==> config.mk <==
export PLATFORM = sky130hd
export DESIGN_NAME = sipo_deserializer
export DESIGN_NICKNAME = d
export VERILOG_FILES = /design/src/rtl/sipo_pkg.sv /design/src/rtl/sipo_out_buf.sv /design/src/rtl/sipo_deserializer.sv
export SDC_FILE = /design/constraint.sdc
export NUM_CORES = 1
export LEC_CHECK = 0
export BUFFER_PORTS_ARGS = -buffer_cell sky130_fd_sc_hd__buf_2
export CORE_ASPECT_RATIO = 0.9
export CORE_MARGIN = 2
export CORE_UTILIZATION = 27
export CTS_CLUSTER_SIZE = 14
export DETAILED_ROUTE_END_ITERATION = 7
export GPL_TIMING_DRIVEN = 0
export PLACE_DENSITY = 0.52
export RECOVER_POWER = 100
export SLEW_MARGIN = 0
export SYNTH_ARGS = -nofsm -noshare
export SYNTH_HDL_FRONTEND = slang
export SYNTH_SLANG_ARGS = --single-unit
==> constraint.sdc <==
create_clock -name clk -period 2 [get_ports clk]
set_input_delay 0.4 -clock clk [delete_from_list [all_inputs] [get_ports clk]]
set_output_delay 0.4 -clock clk [all_outputs]
set_load 0.01 [all_outputs]
==> src/rtl/sipo_pkg.sv <==
// Shared types and helpers for the serial-in parallel-out deserializer.
// Holds default parameters and the bit-counter width function.
package sipo_pkg;

  localparam int DEF_WIDTH     = 8;
  localparam int DEF_LSB_FIRST = 0;

  function automatic int cnt_w(input int width);
    return $clog2(width);
  endfunction

endpackage

==> src/rtl/sipo_out_buf.sv <==
// Single-entry valid/ready holding buffer for assembled words.
// Ports: clk, reset, load/load_data in, word_data/word_valid out,
// word_ready in, drop out (a load arrived while full and not draining).
module sipo_out_buf
  import sipo_pkg::*;
#(
  parameter int WIDTH = DEF_WIDTH
) (
  input  logic             clk,
  input  logic             reset,
  input  logic             load,
  input  logic [WIDTH-1:0] load_data,
  output logic [WIDTH-1:0] word_data,
  output logic             word_valid,
  input  logic             word_ready,
  output logic             drop
);

  logic [WIDTH-1:0] r_data;
  logic             r_valid;
  logic             w_room;

  // Room exists when empty or when the held word leaves this cycle.
  assign w_room = ~r_valid | word_ready;
  assign drop   = load & ~w_room;

  always_ff @(posedge clk or posedge reset) begin
    if (reset) begin
      r_data  <= '0;
      r_valid <= 1'b0;
    end else if (load && w_room) begin
      r_data  <= load_data;
      r_valid <= 1'b1;
    end else if (r_valid && word_ready) begin
      r_valid <= 1'b0;
    end
  end

  assign word_data  = r_data;
  assign word_valid = r_valid;

endmodule

==> src/rtl/sipo_deserializer.sv <==
// Serial-to-parallel deserializer with sync realignment and overrun flag.
// Ports: clk, reset, bit_valid, bit_in, sync in; word_data, word_valid,
// overrun, bit_count out; word_ready, clr_overrun in.
module sipo_deserializer
  import sipo_pkg::*;
#(
  parameter int WIDTH     = DEF_WIDTH,
  parameter int LSB_FIRST = DEF_LSB_FIRST
) (
  input  logic                      clk,
  input  logic                      reset,
  input  logic                      bit_valid,
  input  logic                      bit_in,
  input  logic                      sync,
  output logic [WIDTH-1:0]          word_data,
  output logic                      word_valid,
  input  logic                      word_ready,
  output logic                      overrun,
  input  logic                      clr_overrun,
  output logic [cnt_w(WIDTH)-1:0]   bit_count
);

  localparam int CW = cnt_w(WIDTH);

  logic [WIDTH-1:0] r_shreg;
  logic [CW-1:0]    r_cnt;
  logic             r_overrun;
  logic [WIDTH-1:0] w_shift;
  logic [WIDTH-1:0] w_seed;
  logic             w_last;
  logic             w_drop;

  assign w_shift = (LSB_FIRST != 0) ?
                   {bit_in, r_shreg[WIDTH-1:1]} :
                   {r_shreg[WIDTH-2:0], bit_in};

  // After sync the new first bit sits where later shifts expect it.
  assign w_seed = (LSB_FIRST != 0) ?
                  {bit_in, {(WIDTH-1){1'b0}}} :
                  {{(WIDTH-1){1'b0}}, bit_in};

  // sync outranks completion, so a realigning bit never emits a word.
  assign w_last = bit_valid & ~sync &
                  (r_cnt == CW'(WIDTH-1));

  always_ff @(posedge clk or posedge reset) begin
    if (reset) begin
      r_shreg <= '0;
      r_cnt   <= '0;
    end else if (sync) begin
      r_shreg <= bit_valid ? w_seed : '0;
      r_cnt   <= bit_valid ? CW'(1) : '0;
    end else if (bit_valid) begin
      r_shreg <= w_shift;
      r_cnt   <= w_last ? '0 : r_cnt + CW'(1);
    end
  end

  // A fresh drop wins over a same-cycle clear.
  always_ff @(posedge clk or posedge reset) begin
    if (reset) begin
      r_overrun <= 1'b0;
    end else if (w_drop) begin
      r_overrun <= 1'b1;
    end else if (clr_overrun) begin
      r_overrun <= 1'b0;
    end
  end

  sipo_out_buf #(
    .WIDTH(WIDTH)
  ) u_buf (
    .clk       (clk),
    .reset     (reset),
    .load      (w_last),
    .load_data (w_shift),
    .word_data (word_data),
    .word_valid(word_valid),
    .word_ready(word_ready),
    .drop      (w_drop)
  );

  assign overrun   = r_overrun;
  assign bit_count = r_cnt;

endmodule
==> reports/qor.txt <==
DR vias -> 529
DR DRC count -> 0
IO buf count -> 19
Synth cell types -> 16
Critical Path RT -> 2.19 ns
H-tree level count -> 1
TritonCTS Buffers -> 3
Max-Cap Viols -> 0
ys flop type -> dfrtp_1
largest net degree at the start of global routing -> 21
Crit path depth -> 6
Slew @ Worst Pin -> 0.755 ns
register area share after synthesis -> 61.1%
WP buf/inv -> 1
Ports -> 20
Total Neg Setup Slack -> 0 ns
Hold Crit Class -> in -> async
leading area contributor after synthesis -> dfrtp_1
Iter 0 DRT Violations -> 14
Final Critical Period -> 1.69 ns
Setup Viol. Count Final -> 0
HPWL Detailed -> 1060 um
crit path kind -> reg -> reg
vias per cell -> 4.17
RD Place Congestion -> 0.670
Post-CTS Setup Inserts -> 0
Worst path most repeated cell -> ha_1
Arrival @ worst endpoint -> 1.88 ns
TritonRoute pass-1 iters -> 4
Synth area leaders -> dfrtp_1 (61%), mux2_1 (11%), mux2i_1 (8.5%)
worst reg2reg path endpoint -> u_buf.word_data[5]$_DFFE_PP0P_
leak pwr -> 0.491 nW
slowest stage delay, CP -> 0.43 ns
status -> finished, final reports clean
max-slew violation count -> 0
Post-Syn Nets -> 74
gr usage total -> 9.56%
TritonCTS clock tree -> done
Root Buffer -> clkbuf_4
Layout Nets -> 98
antenna violations before repair -> 0
Wirelength per Cell -> 11.6 um
Core Area -> 2820 um2
Peak Freq -> 591 MHz
top post-synthesis cells by count -> dfrtp_1 (20), nor2_1 (9), mux2_1 (8)
Die W -> 62.1 um
number of synthesized register bits -> 20
Post-synth EDFFs -> 0
filler cell count -> 303
most frequent cell after synthesis -> dfrtp_1
Mean Syn Cell Area -> 12.6 um2
Max Buffers Root-to-Sink -> 2
Routed WL -> 1470 um
Synth top area share -> 61.1%
delay-heaviest family, CP -> flip-flops
Clock Sinks -> 20
grt ovf -> 0
synthesized area -> 820 um2
R2R Setup Slk -> 0.31 ns
slack of the critical path -> 0.307 ns
skew final -> 0.00826 ns
Final Hold Viols -> 0
post-route ant nets -> 0
Mapped Cells -> 65
layout cells sized above 1 -> 9.20%
crit path capture -> u_buf.word_data[5]$_DFFE_PP0P_
worst reg2reg path depth -> 6
crit path cell chain -> ha_1 > ha_1 > nand3b_1 > nor2b_1 > buf_4 > mux2_1
Antenna diodes -> 0
RR Startpoint -> bit_count[0]$_DFFE_PP0P_
critical-path maximum fanout -> 8
Rel. slew slack -> 49.6%
pre-CTS WS -> 0.332 ns
Async SR Flop Fraction -> 100%
die height -> 56.3 um
Initial Util -> 29.1%
FF/Latch Area -> 500 um2
CTS Hold Buffers Added -> 0
PostCTS Resize Cnt -> 0
Area Growth Syn to Fin -> 18.0%
Clk Latency, worst-skew pair -> 0.30 ns
first-pass GRT wire length -> 2430 um
crit end category -> flop
type of origin of the critical path -> flop
RSZ-0062 raised after global routing -> false
period utilisation layout -> 84.7%
slowest cell on the critical path -> dfrtp_1
vias in the first global route -> 521
Core Rows -> 18
clock slew at reported path FFs -> 0.11 ns
Multi-input gate area -> 295 um2
die area -> 3490 um2
Power per Cell Area -> 686 nW/um2
Worst Setup SP -> bit_count[0]$_DFFE_PP0P_
Ys Warns -> 0
Peak VDD IR -> 0.417 mV
-- worst min-delay path by stage --
| stage | to | cells past startpoint | startpoint | slack, ns |
|---|---|---|---|---|
| 4_1_cts | overrun$_DFFE_PP0P_ | 2 | reset | 0.25 |
| 5_1_grt | overrun$_DFFE_PP0P_ | 2 | clr_overrun | 0.26 |
| 3_5_place_dp | u_buf.word_data[6]$_DFFE_PP0P_ | 1 | u_buf.word_data[6]$_DFFE_PP0P_ | 0.47 |
| 3_3_place_gp | u_buf.word_data[0]$_DFFE_PP0P_ | 1 | u_buf.word_data[0]$_DFFE_PP0P_ | 0.46 |
| 6_report | overrun$_DFFE_PP0P_ | 2 | reset | 0.21 |
| 2_1_floorplan | bit_count[0]$_DFFE_PP0P_ | 1 | reset | 0.36 |
-- power by group --
group	total [W]	switching, W	internal [W]
sequential	0.000422	0.00000796	0.000414
clock	0.000192	0.000122	0.0000702
combinational	0.0000502	0.0000308	0.0000194
-- flip-flops by register name, summed over array words and instances (netlist names) --
name / cells
u_buf.word_data: 8
bit_count: 3
r_shreg: 7
u_buf.word_valid: 1
overrun: 1
-- cell families (layout without fill, tap and decap cells) --
kind of cell	count (synthesis)	after routing	share of synthesized area, %
AO/OA/AOI/OAI	4	4	2.60
adder cells (fa/ha/maj)	2	2	3.05
buffers and inverters	5	27	2.90
flip-flops	20	20	61.1
multiplexers	15	15	19.5
AND/OR/NAND/NOR	19	19	10.8
-- per-layer routing --
metal	up-vias	wire [um]	GRT usage [%]
li1	265	-	-
met1	242	739	14.2
met2	20	590	12.8
met3	2	123	4.15
met4	0	14	1.82
met5	-	0	0
-- stage by stage --
stage          cells  utilization, %  hold WS (ns)  instance area [um2]  total power (W)
2_1_floorplan     65               -         0.364                  820         0.000461
3_3_place_gp     124            34.3         0.463                  965         0.000482
3_5_place_dp     124            34.3         0.475                  965         0.000483
4_1_cts          127            35.1         0.247                  987         0.000676
5_1_grt          127            34.4         0.263                  967         0.000695
6_report         127            34.4         0.208                  967         0.000664
-- area by class of cell --
cell class,instances,share of cell area [%]
Multi-Input combinational cell,40,30.5
Timing Repair Buffer,19,7.89
Clock buffer,3,2.33
Tap cell,40,5.17
Buffer,3,1.55
Inverter,2,0.776
Sequential cell,20,51.7
-- cells in the final DEF, fill, tap and decap left out --
cell,synthesis,final
o21ai_0,2,2
nand2_1,4,4
clkbuf_4,0,3
nand2b_1,3,3
a21oi_1,1,1
nand3b_1,2,2
clkbuf_1,1,17
o22ai_1,1,1
ha_1,2,2
mux2i_1,7,7
buf_4,1,1
buf_2,1,4
inv_1,2,2
mux2_1,8,8
dfrtp_1,20,20
nor2b_1,1,1
nor2_1,9,9
Note: power is estimated with default switching activity, not from simulation.
